$ cat src/rtl/mem_arb_pkg.sv
// Shared types and constants for the memory port arbiter: requester source codes
// and the per-slot record kept in the tag table.
package mem_arb_pkg;

    localparam logic SRC_LSQ   = 1'b0;
    localparam logic SRC_IF    = 1'b1;
    localparam int   MAX_TAGS  = 16;
    localparam int   ORIG_ID_W = 4;

    typedef struct packed {
        logic                 busy;
        logic                 src;
        logic [ORIG_ID_W-1:0] id;
    } slot_t;

endpackage

$ cat src/rtl/mem_arb_tag_table.sv
// Outstanding-request slot table: lowest-free allocation, free on response and
// owner lookup by memory id.
module mem_arb_tag_table
    import mem_arb_pkg::*;
#(
    parameter int NUM_TAGS = 8,
    parameter int ID_W     = 4
) (
    input  logic                 clk,
    input  logic                 rst,
    input  logic                 alloc_en,
    input  logic                 alloc_src,
    input  logic [ORIG_ID_W-1:0] alloc_orig_id,
    output logic [ID_W-1:0]      alloc_idx,
    output logic                 free_avail,
    input  logic                 free_en,
    input  logic [ID_W-1:0]      free_idx,
    input  logic [ID_W-1:0]      lookup_idx,
    output logic                 lookup_hit,
    output logic                 lookup_src,
    output logic [ORIG_ID_W-1:0] lookup_orig_id
);

    slot_t slot_q [NUM_TAGS];
    slot_t slot_d [NUM_TAGS];

    // Scan downward so the last match left standing is the lowest free index.
    always_comb begin
        free_avail = 1'b0;
        alloc_idx  = '0;
        for (int i = NUM_TAGS - 1; i >= 0; i--) begin
            if (!slot_q[i].busy) begin
                free_avail = 1'b1;
                alloc_idx  = ID_W'(i);
            end
        end
    end

    // Ids at or above NUM_TAGS match no slot and therefore report a miss.
    always_comb begin
        lookup_hit     = 1'b0;
        lookup_src     = SRC_LSQ;
        lookup_orig_id = '0;
        for (int i = 0; i < NUM_TAGS; i++) begin
            if (ID_W'(i) == lookup_idx) begin
                lookup_hit     = slot_q[i].busy;
                lookup_src     = slot_q[i].src;
                lookup_orig_id = slot_q[i].id;
            end
        end
    end

    always_comb begin
        slot_d = slot_q;
        for (int i = 0; i < NUM_TAGS; i++) begin
            if (free_en && free_idx == ID_W'(i)) begin
                slot_d[i] = '0;
            end
            if (alloc_en && alloc_idx == ID_W'(i)) begin
                slot_d[i] = '{busy: 1'b1, src: alloc_src, id: alloc_orig_id};
            end
        end
    end

    always_ff @(posedge clk or posedge rst) begin
        if (rst) begin
            for (int i = 0; i < NUM_TAGS; i++) begin
                slot_q[i] <= '0;
            end
        end else begin
            slot_q <= slot_d;
        end
    end

endmodule

$ cat src/rtl/mem_port_arbiter.sv
// Shares one memory_system port between the LSQ and instruction fetch with tagged
// responses. Define MEM_ARB_RR_EN for round-robin arbitration (default: LSQ priority).
module mem_port_arbiter
    import mem_arb_pkg::*;
#(
    parameter int NUM_TAGS = 8,
    parameter int ADDR_W   = 32,
    parameter int DATA_W   = 32,
    parameter int ID_W     = 4
) (
    input  logic              clk,
    input  logic              rst,
    input  logic              lsq_valid,
    input  logic              lsq_rw,
    input  logic [ADDR_W-1:0] lsq_addr,
    input  logic [DATA_W-1:0] lsq_wdata,
    input  logic [ID_W-1:0]   lsq_id,
    output logic              lsq_ready,
    output logic              lsq_rsp_valid,
    output logic [ID_W-1:0]   lsq_rsp_id,
    output logic [DATA_W-1:0] lsq_rsp_data,
    input  logic              if_valid,
    input  logic [ADDR_W-1:0] if_addr,
    output logic              if_ready,
    output logic              if_rsp_valid,
    output logic [DATA_W-1:0] if_rsp_data,
    output logic [ADDR_W-1:0] mem_addr,
    output logic [DATA_W-1:0] mem_wdata,
    output logic              mem_rw,
    output logic [ID_W-1:0]   mem_id,
    output logic              mem_valid,
    input  logic              mem_stall,
    input  logic              mem_rsp_valid,
    input  logic [ID_W-1:0]   mem_rsp_id,
    input  logic [DATA_W-1:0] mem_rsp_data,
    output logic              err_spurious
);

    logic                 free_avail;
    logic [ID_W-1:0]      alloc_idx;
    logic                 lookup_hit;
    logic                 lookup_src;
    logic [ORIG_ID_W-1:0] lookup_orig_id;
    logic                 lsq_gnt;
    logic                 if_gnt;
    logic                 accept;
    logic                 rsp_hit;

    logic              mem_valid_q, mem_valid_d;
    logic [ADDR_W-1:0] mem_addr_q, mem_addr_d;
    logic [DATA_W-1:0] mem_wdata_q, mem_wdata_d;
    logic              mem_rw_q, mem_rw_d;
    logic [ID_W-1:0]   mem_id_q, mem_id_d;
    logic              lsq_rsp_valid_q, lsq_rsp_valid_d;
    logic [ID_W-1:0]   lsq_rsp_id_q, lsq_rsp_id_d;
    logic [DATA_W-1:0] lsq_rsp_data_q, lsq_rsp_data_d;
    logic              if_rsp_valid_q, if_rsp_valid_d;
    logic [DATA_W-1:0] if_rsp_data_q, if_rsp_data_d;
    logic              err_q, err_d;

`ifdef MEM_ARB_RR_EN
    logic prio_q, prio_d;

    // The pointer names the requester that wins the next contested cycle.
    always_comb begin
        lsq_gnt = (lsq_valid && if_valid) ? (prio_q == SRC_LSQ) : lsq_valid;
        prio_d  = prio_q;
        if (accept) begin
            prio_d = lsq_ready ? SRC_IF : SRC_LSQ;
        end
    end

    always_ff @(posedge clk or posedge rst) begin
        if (rst) prio_q <= SRC_LSQ;
        else     prio_q <= prio_d;
    end
`else
    assign lsq_gnt = lsq_valid;
`endif

    assign if_gnt    = if_valid & ~lsq_gnt;
    assign lsq_ready = lsq_gnt & ~mem_stall & free_avail;
    assign if_ready  = if_gnt & ~mem_stall & free_avail;
    assign accept    = lsq_ready | if_ready;
    assign rsp_hit   = mem_rsp_valid & lookup_hit;

    mem_arb_tag_table #(
        .NUM_TAGS(NUM_TAGS),
        .ID_W    (ID_W)
    ) u_tag_table (
        .clk           (clk),
        .rst           (rst),
        .alloc_en      (accept),
        .alloc_src     (lsq_ready ? SRC_LSQ : SRC_IF),
        .alloc_orig_id (lsq_ready ? ORIG_ID_W'(lsq_id) : '0),
        .alloc_idx     (alloc_idx),
        .free_avail    (free_avail),
        .free_en       (rsp_hit),
        .free_idx      (mem_rsp_id),
        .lookup_idx    (mem_rsp_id),
        .lookup_hit    (lookup_hit),
        .lookup_src    (lookup_src),
        .lookup_orig_id(lookup_orig_id)
    );

    // Issue stage: payload registers hold their last value when nothing issues.
    always_comb begin
        mem_valid_d = accept;
        mem_addr_d  = mem_addr_q;
        mem_wdata_d = mem_wdata_q;
        mem_rw_d    = mem_rw_q;
        mem_id_d    = mem_id_q;
        if (accept) begin
            mem_addr_d  = lsq_ready ? lsq_addr : if_addr;
            mem_wdata_d = lsq_ready ? lsq_wdata : '0;
            mem_rw_d    = lsq_ready ? lsq_rw : 1'b0;
            mem_id_d    = alloc_idx;
        end
    end

    // Response stage: route to the owner; a miss is dropped and flagged stickily.
    always_comb begin
        lsq_rsp_valid_d = rsp_hit & (lookup_src == SRC_LSQ);
        if_rsp_valid_d  = rsp_hit & (lookup_src == SRC_IF);
        lsq_rsp_id_d    = lsq_rsp_id_q;
        lsq_rsp_data_d  = lsq_rsp_data_q;
        if_rsp_data_d   = if_rsp_data_q;
        if (lsq_rsp_valid_d) begin
            lsq_rsp_id_d   = ID_W'(lookup_orig_id);
            lsq_rsp_data_d = mem_rsp_data;
        end
        if (if_rsp_valid_d) begin
            if_rsp_data_d = mem_rsp_data;
        end
        err_d = err_q | (mem_rsp_valid & ~lookup_hit);
    end

    always_ff @(posedge clk or posedge rst) begin
        if (rst) begin
            mem_valid_q     <= 1'b0;
            mem_addr_q      <= '0;
            mem_wdata_q     <= '0;
            mem_rw_q        <= 1'b0;
            mem_id_q        <= '0;
            lsq_rsp_valid_q <= 1'b0;
            lsq_rsp_id_q    <= '0;
            lsq_rsp_data_q  <= '0;
            if_rsp_valid_q  <= 1'b0;
            if_rsp_data_q   <= '0;
            err_q           <= 1'b0;
        end else begin
            mem_valid_q     <= mem_valid_d;
            mem_addr_q      <= mem_addr_d;
            mem_wdata_q     <= mem_wdata_d;
            mem_rw_q        <= mem_rw_d;
            mem_id_q        <= mem_id_d;
            lsq_rsp_valid_q <= lsq_rsp_valid_d;
            lsq_rsp_id_q    <= lsq_rsp_id_d;
            lsq_rsp_data_q  <= lsq_rsp_data_d;
            if_rsp_valid_q  <= if_rsp_valid_d;
            if_rsp_data_q   <= if_rsp_data_d;
            err_q           <= err_d;
        end
    end

    assign mem_valid     = mem_valid_q;
    assign mem_addr      = mem_addr_q;
    assign mem_wdata     = mem_wdata_q;
    assign mem_rw        = mem_rw_q;
    assign mem_id        = mem_id_q;
    assign lsq_rsp_valid = lsq_rsp_valid_q;
    assign lsq_rsp_id    = lsq_rsp_id_q;
    assign lsq_rsp_data  = lsq_rsp_data_q;
    assign if_rsp_valid  = if_rsp_valid_q;
    assign if_rsp_data   = if_rsp_data_q;
    assign err_spurious  = err_q;

endmodule
$ cat config.mk
export PLATFORM = sky130hd
export DESIGN_NAME = mem_port_arbiter
export DESIGN_NICKNAME = d
export VERILOG_FILES = /design/src/rtl/mem_arb_pkg.sv /design/src/rtl/mem_arb_tag_table.sv /design/src/rtl/mem_port_arbiter.sv
export SDC_FILE = /design/constraint.sdc
export NUM_CORES = 1
export LEC_CHECK = 0
export BUFFER_PORTS_ARGS = -buffer_cell sky130_fd_sc_hd__buf_2
export CAP_MARGIN = 15
export CORE_UTILIZATION = 51
export CTS_BUF_LIST = sky130_fd_sc_hd__clkbuf_8
export CTS_CLUSTER_DIAMETER = 40
export CTS_CLUSTER_SIZE = 30
export DETAILED_ROUTE_END_ITERATION = 12
export GPL_ROUTABILITY_DRIVEN = 1
export PLACE_DENSITY = 0.88
export SYNTH_ARGS = -nofsm -noshare
export SYNTH_HDL_FRONTEND = slang
export SYNTH_SLANG_ARGS = --single-unit
export TNS_END_PERCENT = 5
$ cat constraint.sdc
create_clock -name clk -period 8.05 [get_ports clk]
set_clock_uncertainty 0.1 [all_clocks]
set_input_delay 0.805 -clock clk [delete_from_list [all_inputs] [get_ports clk]]
set_output_delay 0.805 -clock clk [all_outputs]
set_load 0.1 [all_outputs]
* Word level (Yosys, flattened, before mapping)
Cells that the tools add are included.
** Storage, ports and cells
- Word-level logic and storage cells :: 158
- Input bits :: 143
- Output and inout bits :: 143
- Bits in registers :: 189
** Cells by class
- Reductions and logical operators :: 26
- Bitwise operators :: 15
- Mux-type cells :: 61
- Eq/ne operators :: 21
** Operator list (count)
- $mux W6 :: 16
- $mux W32 :: 2
- $mux W4 :: 9
- $mux W1 :: 26
- $mux W3 :: 8
- $eq A3 B4 Y1 const A :: 4
- $eq A4 B3 Y1 const B :: 4
- $logic_and A1 B1 Y1 :: 16
- $reduce_bool A2 Y1 :: 8
- $eq A3 B3 Y1 const B :: 4
- $and A1 B1 Y1 :: 9
- $eq A2 B4 Y1 const A :: 2
- $eq A4 B2 Y1 const B :: 2
- $logic_not A4 Y1 :: 2
- $eq A3 B2 Y1 const B :: 2
- $eq A1 B4 Y1 const A :: 1
- $eq A4 B1 Y1 const B :: 1
- $not A1 Y1 :: 4
- $eq A3 B1 Y1 const B :: 1
- $or A1 B1 Y1 :: 2

* Longest topological paths before layout
Gate-level depths: netlist (run 1).
- Depth after elaboration :: 13
- Depth in mapped cells :: 8
- Depth with buffers taken out :: 6

* Hierarchy
Synthesis (run 1) repeated with hierarchy kept, for this count alone.
** Second synthesis, totals
- Cells, all modules :: 583
- Area total of the unflattened synthesis :: 8365.5 sq um
** Modules (own cells, without submodules)
- mem_port_arbiter :: seq. area each 3528.4 sq um, times used 1, cells an instance 349, area each 5864.4 sq um
- mem_arb_tag_table :: seq. area each 1201.2 sq um, times used 1, cells an instance 234, area each 2501.1 sq um

* Worst setup path before layout (run 1)
OpenSTA, ideal clock, no wires.
- Path type :: input-to-output
- Start point :: in mem_stall
- End point :: out lsq_ready
- Required time :: 7.145 ns
- Arrival time :: 2.283 ns
- Stages on the path :: 3
- Buffers on the path :: 2
- Path slack :: 4.862 ns
- Cell sequence :: nor3b_1 -> clkbuf_1 -> clkbuf_1
** On the way
- Longest elaborated chain between the ends :: 3
** RTL lines
- from (decl) :: RTL line mem_port_arbiter.sv:32 : input logic mem_stall,
- $not A1 Y1 :: RTL line mem_port_arbiter.sv:82 : assign lsq_ready = lsq_gnt & ~mem_stall & free_avail;
- $and A1 B1 Y1 (2 in series) :: RTL line mem_port_arbiter.sv:82
- to (decl) :: RTL line mem_port_arbiter.sv:18 : output logic lsq_ready,
Every way passes these cells.

* Worst setup path in the final report (run 1)
- Start point :: reg u_tag_table.slot_q[29] in the netlist's numbering
- End point :: out if_ready
** On the way
- Longest elaborated chain between the ends :: 5
** RTL lines
- from (decl) :: RTL line mem_arb_tag_table.sv:24 : slot_t slot_q [NUM_TAGS];
- from (signal assigned) :: RTL line mem_arb_tag_table.sv:71 : slot_q <= slot_d;
- $mux W1 (4 in series) :: RTL line mem_arb_tag_table.sv:32 : if (!slot_q[i].busy) begin
- $and A1 B1 Y1 :: RTL line mem_port_arbiter.sv:83 : assign if_ready = if_gnt & ~mem_stall & free_avail;
- to (decl) :: RTL line mem_port_arbiter.sv:24 : output logic if_ready,
Every way passes these cells.

==> qor.txt, run 1 <==
status: finished clean
commonest non-fill, non-tap cell in the layout: buf_2
largest net degree at the start of global routing: 114
critical path's slowest cell: or4b_2
layout cell share with drive strength beyond 1: 41.1%
Syn Inst Count: 652
period utilisation layout: 48.3%
DRT Wirelength: 19,600 um
Chip Height: 126 um
nets: 1,060
Layout Cells excl Fill: 1,117
syn nets: 795
Hold Crit Depth: 1
Post-DP HPWL: 14,000 um
Core Area: 0.0151 mm^2
Num CTS Buffers: 17
Fill cells: 1,196
Worst slew margin: 36.4%
clk_lat worst skew: 450 ps
Remaining DRCs: 0
DR iter-0 viols: 387
Setup crit start kind: flip-flop
slew of the pin with the lowest slew margin: 954 ps
CTS tree: done
critical path class: reg -> out
final hold vios: 0
vias in the first global route: 6,178
Synth top area share: 59.7%
initial core utilization: 52.0%
Syn Area/Cell: 12.1 um^2
#FFs+latches synth: 188
crit path max fanout: 31
Congestion Overflow GR: 0
gpl congestion: 0.819
antenna violations before repair: 1
Worst R2R Setup Slack: 5160 ps
Finish-stage setup viols: 0
Worst Hold End: err_spurious
post-CTS setup buffer count: 0
die area: 0.0159 mm^2
I/O Buffers: 284
post-DR vias/cell: 5.59
Synth Flop Type: dfrtp_1
Max-Cap Viols: 0
Worst EP required: 7140 ps
reg2reg path depth: 6
Routed Antenna Nets: 0
largest cells by area after synthesis: dfrtp_1, mux2_2, mux2_1
number of distinct library cells after synthesis: 45
Sink Count: 188
Core Util, Final: 64.8%
hold crit path type: reg -> reg
number of flops mapped to enable cells by yosys: 0
fraction of registers with async set/reset: 100%
clk slew on worst S/H paths: 90 ps
Die X: 126 um
sequence of cells on the critical path: nand4_1, nor2_1, or4b_2, clkinv_1, buf_4, buf_2
register area share after synthesis: 59.7%
detailed-route via count: 6,248
IO Pins: 286
Crit path arrival time: 2980 ps
clock tree root buffer cell: clkbuf_8
delay of the slowest critical-path stage: 690 ps
drt wl/cell: 17.5 um
DP Area: 0.00938 mm^2
TritonRoute pass-1 iters: 6
most frequent cells in the layout: buf_2, dfrtp_1, nand2_1, o21ai_0, mux2_2
synthesized area: 0.00788 mm^2
Placed Cells incl. Taps: 1,086
Yosys Warn Count: 0
final instance area: 0.00981 mm^2
Hold Path Origin: err_spurious
top achievable clock speed: 257 MHz
Clock Tree Buf Depth: 2
first-pass GRT wire length: 31,100 um
leading area contributor after synthesis: dfrtp_1
minimum clock period: 3890 ps
RSZ-0062 raised after global routing: false
TNS Setup: 0 ps
Antenna diodes: 0
H-tree Lvls: 4
all-layer global routing usage: 25.1%
worst r2r dst: u_tag_table.slot_q[21]
Crit. End Element: output pin
FP Rows: 45
Syn-to-layout area delta: 24.6%
post-CTS sizing: 0
max-slew violations: 0
# hold bufs at CTS: 0
Crit Reg-Reg Startpoint: u_tag_table.slot_q[29]
==> layout make-up <==
cell class / instances / area (um^2) / area share [%]
repair buffers: 291 / 1470 / 15.0
flip-flops and latches: 188 / 4700 / 47.9
well taps: 188 / 235 / 2.40
clock buffers: 18 / 248 / 2.52
clock inverters: 13 / 190 / 1.94
multi-input cells: 398 / 2880 / 29.3
inverters: 21 / 83.8 / 0.854
==> sequential cells by signal, summed over array words and instances, names as in the netlist <==
signal / count
mem_id: 3
mem_wdata: 32
mem_addr: 32
lsq_rsp_id: 4
lsq_rsp_valid: 1
lsq_rsp_data: 32
err_spurious: 1
if_rsp_valid: 1
u_tag_table.slot_q: 48
if_rsp_data: 32
mem_valid: 1
mem_rw: 1
==> routing by layer <==
metal	track usage, %	share of wire, %	vias to the layer above
met1	30.5	40	2989
met3	6.03	7.6	41
li1	-	-	2884
met4	11.1	2.9	2
met5	0	0.046	-
met2	42.6	50	332
==> per-stage QoR <==
step | hold slack (ps) | setup slack, ps
floorplan | 363 | 2030
global placement | 349 | 4490
detailed placement | 360 | 4480
CTS | 382 | 4120
global route | 388 | 4030
finish | 370 | 4160
==> cells in the mapped netlist, types with 5 or more instances <==
| cell type | n |
|---|---|
| o22ai_1 | 36 |
| buf_6 | 6 |
| nand3_1 | 12 |
| o21ai_0 | 47 |
| mux2_2 | 40 |
| nor2_1 | 17 |
| nor2b_1 | 6 |
| mux2_1 | 29 |
| mux2i_1 | 27 |
| nor4_2 | 5 |
| nand2_1 | 75 |
| inv_1 | 20 |
| a22o_1 | 36 |
| a31oi_1 | 8 |
| a222oi_1 | 10 |
| nand2b_1 | 8 |
| dfrtp_1 | 188 |
| clkbuf_1 | 28 |
| a21oi_1 | 15 |
==> cell families (layout without fill, tap and decap cells) <==
group,after synthesis,after routing,synth area share (%)
flops,188,188,59.7
compound gates,160,160,13.6
simple gates,139,139,8.78
mux,98,98,13.9
buf+inv,66,343,3.97
other cells,1,1,0.0476
==> worst max-delay path: cells and delay by family, from the launching register on <==
kind | cells | cell delay [ps]
and+or+nand+nor | 3 | 1080
buffers and inverters | 3 | 980
DFF | 1 | 460
==> worst max path at each step <==
| stage | startpoint | end | slack (ps) | cells past startpoint |
|---|---|---|---|---|
| global route | u_tag_table.slot_q[5] | if_ready | 4030 | 6 |
| detailed placement | lsq_valid | if_ready | 4480 | 5 |
| finish | u_tag_table.slot_q[29] | if_ready | 4160 | 6 |
| CTS | u_tag_table.slot_q[5] | if_ready | 4120 | 6 |
| global placement | lsq_valid | if_ready | 4490 | 5 |
| floorplan | rst | err_spurious | 2030 | 1 |
Power of run 1 is left out: the tool's default activity adds up to more than one toggle a clock period on the data nets, which glitch-free logic cannot reach.
==> run 2, diff against run 1 <==
- clock period: 8.05 -> 4 ns (I/O delays scaled with it)
==> qor.txt, run 2 (synthesis results as in run 1) <==
slew of the pin with the lowest slew margin: 941 ps (-13.5 ps)
most frequent cells in the layout: buf_2, dfrtp_1, nand2_1, o21ai_0, mux2_2
commonest non-fill, non-tap cell in the layout: buf_2
multi-input logic area: 0.00288 mm^2 (unchanged)
final instance area: 0.00982 mm^2 (about the same)
post-CTS setup buffer count: 0 (unchanged)
top achievable clock speed: 302 MHz
Worst slew margin: 37.1% (+0.77 points)
H-tree Lvls: 4 (unchanged)
DP Area: 0.00942 mm^2 (+0.44%)
Finish-stage setup viols: 0 (unchanged)
Die X: 126 um (unchanged)
DRT Wirelength: 20,000 um (+2.5%)
Fill cells: 1,155 (-3.4%)
nets: 1,065 (+0.47%)
final hold vios: 0 (unchanged)
Core Area: 0.0151 mm^2 (unchanged)
drt wl/cell: 17.8 um (+1.9%)
max-slew violations: 0 (unchanged)
post-DR vias/cell: 5.54 (-0.92%)
gpl congestion: 0.911 (+11%)
Chip Height: 126 um (unchanged)
all-layer global routing usage: 25.8% (+0.75 points)
RSZ-0062 raised after global routing: false
Clock Tree Buf Depth: 2 (unchanged)
# hold bufs at CTS: 0 (unchanged)
status: finished clean
CTS tree: done
Crit path arrival time: 2810 ps (-170 ps)
TritonRoute pass-1 iters: 7 (+1)
first-pass GRT wire length: 31,600 um (+1.7%)
Setup crit start kind: flip-flop
layout cell share with drive strength beyond 1: 41.4% (+0.27 points)
post-CTS sizing: 0 (unchanged)
Max-Cap Viols: 0 (unchanged)
initial core utilization: 52.0% (unchanged)
detailed-route via count: 6,224 (-0.38%)
I/O Buffers: 284 (unchanged)
crit path max fanout: 15 (-52%)
period utilisation layout: 82.7%
Sink Count: 188 (unchanged)
largest net degree at the start of global routing: 85 (-25%)
Setup crit start: u_tag_table.slot_q[29]
FP Rows: 45 (unchanged)
antenna violations before repair: 0 (-1)
Register Area: 0.00470 mm^2 (unchanged)
Crit. End Element: output pin
critical path class: reg -> out
IO Pins: 286 (unchanged)
vias in the first global route: 6,112 (-1.1%)
Antenna diodes: 0 (unchanged)
minimum clock period: 3310 ps
clock tree root buffer cell: clkbuf_8
Congestion Overflow GR: 0 (unchanged)
DR iter-0 viols: 506 (+31%)
Syn-to-layout area delta: 24.6% (about the same)
Worst EP required: 3500 ps (-3640 ps)
TNS Setup: 0 ps (unchanged)
Top reg by flops: u_tag_table.slot_q
clk slew on worst S/H paths: 100 ps (about the same)
Post-DP HPWL: 14,600 um (+4.3%)
max FFs per register: 48 (unchanged)
clk_lat worst skew: 450 ps (about the same)
Remaining DRCs: 0 (unchanged)
die area: 0.0159 mm^2 (unchanged)
Crit Reg-Reg Startpoint: u_tag_table.slot_q[47]
hold crit path type: in -> async
Num CTS Buffers: 17 (unchanged)
Routed Antenna Nets: 0 (unchanged)
[run 2: cell count changes in the layout (fill, tap and decap cells not counted)]
| cell | delta |
|---|---|
| inv_8 | +3 |
| inv_1 | +1 |
| clkinv_4 | -1 |
| clkinv_2 | -3 |
| buf_4 | +3 |
| bufinv_16 | -3 |
| buf_12 | +1 |
| clkbuf_2 | +1 |
| clkbuf_8 | -1 |
| clkinvlp_4 | +5 |
| clkinv_8 | +1 |
| inv_6 | -1 |
[run 2: final cells by class]
cell class / count / share of cell area, %
Sequential cell: 188 / 47.9
Multi-Input combinational cell: 398 / 29.3
Timing Repair Buffer: 296 / 15.5
Tap cell: 188 / 2.40
Clock buffer: 17 / 2.38
Clock inverter: 15 / 1.63
Inverter: 21 / 0.841
[run 2: final timing paths]
kind | end | slack, ps | cells after the start
min in group clk | mem_addr[27] | 40 | 3
worst max register to register | if_rsp_data[18] | 1420 | 7
worst min-delay path | if_rsp_data[13] | 40 | 2
worst max-delay path | if_ready | 690 | 6
worst min register to register | mem_id[1] | 380 | 1
max in group asynchronous | mem_addr[22] | 2740 | 3
[run 2: worst max-delay path, cell delays in order, from the launching register on]
cell      delay (ps)
dfrtp_1          470
nand4_1          270
nor2_1           110
or4b_2           690
clkinv_1          90
buf_4            240
buf_2            470
[run 2: metrics by stage]
| stage | worst slack (ps) | hold WS (ps) | util (%) | instances |
|---|---|---|---|---|
| after CTS | 672 | 8.55 | 64.8 | 1122 |
| final | 694 | 41.4 | 64.8 | 1123 |
| after global placement | 1060 | 352 | 62.2 | 1090 |
| after global routing | 559 | 23.2 | 64.8 | 1123 |
| after floorplan | 1080 | 363 | - | 652 |
| after detailed placement | 977 | 362 | 62.2 | 1090 |
[run 2: routing by layer]
layer,up-vias,track usage (%),wire length [um]
met5,-,0,0
met4,0,11.8,668
met3,37,6.45,1510
met2,323,43.8,9980
met1,2977,31.2,7890
li1,2887,-,-
Power of run 2 is left out for the same reason.
